==> src/rtl/retire_trace_sink.sv <==
// Retirement trace sink: buffers retire records in a drop-on-full FIFO and
// serializes each one as a framed little-endian byte packet.
module retire_trace_sink #(
  parameter int         DEPTH = 8,
  parameter logic [7:0] SYNC  = 8'hA5
) (
  input  logic        clk_i,
  input  logic        rst_i,
  input  logic        retire_valid_i,
  input  logic [31:0] pc_i,
  input  logic [31:0] instr_i,
  input  logic [4:0]  reg_addr_i,
  input  logic [31:0] reg_data_i,
  input  logic        mem_wrt_i,
  input  logic [31:0] mem_addr_i,
  input  logic [31:0] mem_data_i,
  output logic        out_valid_o,
  output logic [7:0]  out_data_o,
  output logic        out_last_o,
  input  logic        out_ready_i,
  output logic        overflow_o,
  output logic [15:0] drop_count_o
);

  localparam int          AW   = (DEPTH > 1) ? $clog2(DEPTH) : 1;
  localparam logic [AW:0] FULL = (AW + 1)'(DEPTH);

  typedef struct packed {
    logic [31:0] pc;
    logic [31:0] instr;
    logic [4:0]  reg_addr;
    logic [31:0] reg_data;
    logic        mem_wrt;
    logic [31:0] mem_addr;
    logic [31:0] mem_data;
  } rec_t;

  typedef enum logic [2:0] {IDLE, HDR, FLG, PC, IR, RD, MA, MD} state_t;

  rec_t          mem [DEPTH];
  rec_t          rec_in;
  rec_t          shadow;
  logic [AW-1:0] wr_ptr, rd_ptr;
  logic [AW:0]   count;
  logic          fifo_empty, push, pop, drop, fire;
  logic          drop_flag, pending_drop;
  state_t        state, next_state;
  logic [1:0]    idx, next_idx;

  function automatic logic [7:0] byte_of(input logic [31:0] w, input logic [1:0] i);
    return w[{i, 3'b000} +: 8];
  endfunction

  assign rec_in      = {pc_i, instr_i, reg_addr_i, reg_data_i, mem_wrt_i, mem_addr_i, mem_data_i};
  assign fifo_empty  = (count == '0);
  assign out_valid_o = (state != IDLE);
  assign fire        = out_valid_o & out_ready_i;
  // A pop at full frees a slot on the same edge, so the retire still fits.
  assign pop         = !fifo_empty && ((state == IDLE) || (fire && out_last_o));
  assign push        = retire_valid_i && ((count != FULL) || pop);
  assign drop        = retire_valid_i && !push;

  // NOTE: sequential state uses non-blocking assignments so every flop samples pre-edge values.
  always_ff @(posedge clk_i or posedge rst_i) begin
    if (rst_i) begin
      wr_ptr <= '0;
      rd_ptr <= '0;
      count  <= '0;
    end else begin
      if (push) wr_ptr <= wr_ptr + AW'(1);
      if (pop)  rd_ptr <= rd_ptr + AW'(1);
      case ({push, pop})
        2'b10:   count <= count + (AW + 1)'(1);
        2'b01:   count <= count - (AW + 1)'(1);
        default: count <= count;
      endcase
    end
  end

  // NOTE: storage array has no reset; count/pointers alone define which entries are live.
  always_ff @(posedge clk_i) begin
    if (push) mem[wr_ptr] <= rec_in;
  end

  always_ff @(posedge clk_i or posedge rst_i) begin
    if (rst_i) begin
      overflow_o   <= 1'b0;
      drop_count_o <= '0;
      pending_drop <= 1'b0;
    end else begin
      if (drop) begin
        overflow_o   <= 1'b1;
        pending_drop <= 1'b1;
        if (drop_count_o != 16'hFFFF) drop_count_o <= drop_count_o + 16'd1;
      end else if (pop) begin
        pending_drop <= 1'b0;
      end
    end
  end

  always_ff @(posedge clk_i or posedge rst_i) begin
    if (rst_i) begin
      shadow    <= '0;
      drop_flag <= 1'b0;
      state     <= IDLE;
      idx       <= '0;
    end else begin
      if (pop) begin
        shadow    <= mem[rd_ptr];
        drop_flag <= pending_drop;
      end
      state <= next_state;
      idx   <= next_idx;
    end
  end

  // NOTE: every combinational output gets a default first so no latch is inferred.
  always_comb begin
    next_state = state;
    next_idx   = idx;
    case (state)
      IDLE: if (!fifo_empty) next_state = HDR;
      HDR:  if (fire) next_state = FLG;
      FLG:  if (fire) begin
        next_state = PC;
        next_idx   = '0;
      end
      PC, IR, RD, MA, MD: if (fire) begin
        if (idx == 2'd3) begin
          next_idx = '0;
          case (state)
            PC:      next_state = IR;
            IR:      next_state = RD;
            RD:      next_state = shadow.mem_wrt ? MA : (fifo_empty ? IDLE : HDR);
            MA:      next_state = MD;
            default: next_state = fifo_empty ? IDLE : HDR;
          endcase
        end else begin
          next_idx = idx + 2'd1;
        end
      end
      default: next_state = IDLE;
    endcase
  end

  always_comb begin
    out_data_o = 8'h00;
    out_last_o = 1'b0;
    case (state)
      HDR: out_data_o = SYNC;
      FLG: out_data_o = {shadow.mem_wrt, drop_flag, shadow.reg_addr, 1'b0};
      PC:  out_data_o = byte_of(shadow.pc, idx);
      IR:  out_data_o = byte_of(shadow.instr, idx);
      RD: begin
        out_data_o = byte_of(shadow.reg_data, idx);
        out_last_o = (idx == 2'd3) && !shadow.mem_wrt;
      end
      MA:  out_data_o = byte_of(shadow.mem_addr, idx);
      MD: begin
        out_data_o = byte_of(shadow.mem_data, idx);
        out_last_o = (idx == 2'd3);
      end
      default: ;
    endcase
  end

endmodule

==> config.mk <==
export PLATFORM = sky130hd
export DESIGN_NAME = retire_trace_sink
export DESIGN_NICKNAME = d
export VERILOG_FILES = /design/src/rtl/retire_trace_sink.sv
export SDC_FILE = /design/constraint.sdc
export NUM_CORES = 1
export LEC_CHECK = 0
export BUFFER_PORTS_ARGS = -buffer_cell sky130_fd_sc_hd__buf_2
export CAP_MARGIN = 20
export CORE_ASPECT_RATIO = 0.5
export CORE_MARGIN = 2
export CORE_UTILIZATION = 56
export DETAILED_ROUTE_END_ITERATION = 6
export GPL_ROUTABILITY_DRIVEN = 0
export GPL_TIMING_DRIVEN = 0
export PLACE_DENSITY = 0.73
export SYNTH_ARGS = -nofsm -noshare
export SYNTH_HDL_FRONTEND = slang
export SYNTH_SLANG_ARGS = --single-unit
==> constraint.sdc <==
create_clock -name clk_i -period 21.5 [get_ports clk_i]
set_input_delay 2.15 -clock clk_i [delete_from_list [all_inputs] [get_ports clk_i]]
set_output_delay 2.15 -clock clk_i [all_outputs]
set_load 0.02 [all_outputs]
==> run metrics <==
ys async rst share=0.131; Wirelength per Cell=approximately 28 um; Routed WL=approximately 140 mm; first-pass GRT wire length=between 150 and 200 mm; maxcap violations=0; DP HPWL=about 96 mm; I/O pin cnt=between 150 and 200; Post-CTS Repair Setup Buffers=0; CTS Hold Bufs=0; GRT overflow=0; CP Class=reg2out; crit start category=flop; Max Slew Vio Count=0; f_max=183 MHz; final routed DRC violation total=1; pwr dens=137 nW/um2; Via Count=roughly 30000; Clock Skews=~34 ps; Synth Warn #=0; Tmin final=~5500 ps; Power Total=slightly above 9 mW; Crit-path slowest cell=o31ai_1; vias per std cell=between 6 and 7; static leakage=23.3 nW; vias in the first global route=slightly below 30000; antenna-violating nets left=0; Reg area=around 45000 um2; Synthesized Nets=just over 3000; count leader, synth=edfxtp_1; Least-Margin Pin Slew=roughly 1100 ps; Seq/Total Area, Yosys=0.765; Top delay family on crit path=buffers and inverters; Clock Path Buffers=3; DR iter-0 viols=4010; area added between synthesis and finish=14.9%; Fin. Hold Viols=0; setup violators final=0; Die Y=233 um; fillcell total=6648; slew margin rel.=0.290; PortBufs=just under 200; Post-synth top flop=edfxtp_1; multi-input logic area=~13000 um2; Pre-Repair DR Iteration Count=7; share of cells above drive strength 1=0.291; CTS tree=done; CTS Buf Count=132; clock sinks=around 1500; Mapped Area=approximately 60000 um2; CP Cell Sequence=buf_2, buf_2, buf_2, clkbuf_1, a21oi_1, o31ai_1, buf_2; outcome=complete, but fails checks; CP max FO=10; htree depth=4; setup tns final=0 ps; largest net degree at the start of global routing=about 110; critical path's most frequent cell=buf_2; Synth Register Bits=between 1500 and 2000; Synth Area per Inst=~21 um2; final net count=between 3000 and 4000; Initial Util=0.569; Post-CTS Resized=0; DIE AREA=108000 um2; biggest cell delay along the critical path=between 500 and 600 ps; Worst-path clk slew=about 60 ps; CTS root buf=clkbuf_16; Arrival @ worst endpoint=3320 ps; Worst setup EP type=output pin; Yosys cell types=68; Core Area=103000 um2; RSZ-0062 raised after global routing=false; worst hold path type=reg2reg; Post-Synthesis Cells=between 2000 and 3000; gr usage total=0.260; Die X=462 um; VDD IR max=0.0810 mV; Synth top area share=0.679; Rows=83; initial antenna violation count=25; failing checks=DRC; Tcrit/Tclk final=0.254; Synth area leader=edfxtp_1; Worst EP required=19350 ps; Buf/Inv on CP=5; Clk Latency, worst-skew pair=around 750 ps; Post-synth EDFFs=between 1000 and 1500; Synth top cells by count=edfxtp_1 (1328), mux4_2 (351), nand2_1 (204); Area contributors post-synth=edfxtp_1 (68%), mux4_2 (13%), dfrtp_1 (8.5%), mux2i_1 (3.2%), nand2_1 (1.3%)
-- state kept, by name (all words and copies together) (netlist names) --
name	count
rd_ptr	3
count	4
wr_ptr	3
overflow_o	1
drop_flag	1
shadow	166
state	3
idx	2
pending_drop	1
mem	1328
drop_count_o	16
-- per-layer routing --
| layer | share of wire | up-vias | track usage |
|---|---|---|---|
| met5 | 0.00092 | - | 0 |
| met4 | 0.024 | 18 | 0.0708 |
| met3 | 0.10 | 260 | 0.0650 |
| met2 | 0.46 | 1426 | 0.392 |
| met1 | 0.41 | 15700 | 0.385 |
| li1 | - | 12600 | - |
-- cell usage in the layout (no fill, tap or decap), types with 9 or more instances in the layout --
cell and n:
a21oi_1 21, buf_1 15, buf_2 259, buf_4 64
buf_6 99, buf_8 22, clkbuf_1 95, clkbuf_16 136
clkinv_1 30, clkinv_2 11, dfrtp_1 200, edfxtp_1 1328
inv_1 16, mux2i_1 187, mux4_2 351, nand2_1 204
nand3_1 13, nand4_1 9, nor2_1 21, o21ai_0 131
o21ai_1 58, xnor2_1 15
-- worst reg2reg max path: cells and delay by family (launching register included) --
| kind | cells | cell delay (ps) |
|---|---|---|
| buf+inv | 7 | 1360 |
| compound gates | 1 | 500 |
| flops | 1 | 500 |
| fa+ha+maj | 1 | 330 |
| simple gates | 4 | 1520 |
-- per-stage QoR --
stage | hold slack (ps) | setup WS [ps] | utilization | instance area [um2] | instances
after CTS | 476 | 16060 | 0.653 | 67400 | 4844
after global placement | 450 | -16930 | 0.595 | 61400 | 4438
after global routing | 498 | 15920 | 0.653 | 67400 | 4846
final | 467 | 16030 | 0.653 | 67400 | 4851
after detailed placement | 460 | 15660 | 0.615 | 63400 | 4614
after floorplan | 442 | 625 | - | 58700 | 2840
-- layout make-up --
cell class | instances | area share
clock buffer | 175 | 0.0533
sequential | 1528 | 0.666
clock inverter | 55 | 0.00547
multi-input combinational | 1137 | 0.193
inverter | 17 | 0.00106
antenna | 7 | 0.000260
timing repair buffer | 372 | 0.0435
tap | 1402 | 0.0260
buffer | 158 | 0.0116
-- kinds of logic after synthesis --
logic type,share of synthesized area
buffers and inverters,0.0144
AO/OA/AOI/OAI,0.0258
AND/OR/NAND/NOR,0.0226
flip-flops,0.765
adder cells (fa/ha/maj),0.00162
XOR/XNOR,0.00298
multiplexers,0.168
-- final timing paths --
kind	from	to	slack, ps	cells past startpoint
hold reg to reg	overflow_o$_DFFE_PP0P_	overflow_o$_DFFE_PP0P_	470	1
hold / removal	overflow_o$_DFFE_PP0P_	overflow_o$_DFFE_PP0P_	470	1
max in group asynchronous	rst_i	shadow[65]$_DFFE_PP0P_	19030	3
setup / recovery	state[2]$_DFFE_PP0P_	out_data_o[3]	16030	7
min in group asynchronous	rst_i	overflow_o$_DFFE_PP0P_	1490	2
setup reg to reg	idx[0]$_DFFE_PP0P_	mem[5][46]$_DFFE_PP_	16970	13
-- power by group --
part	switching (mW)	leakage, nW	internal (mW)
clock network	1.03	1.92	1.21
logic	1.72	6.83	1.21
registers	0.272	14.5	3.79
total	3.02	23.3	6.21
Note: power is estimated with default switching activity, not from simulation.
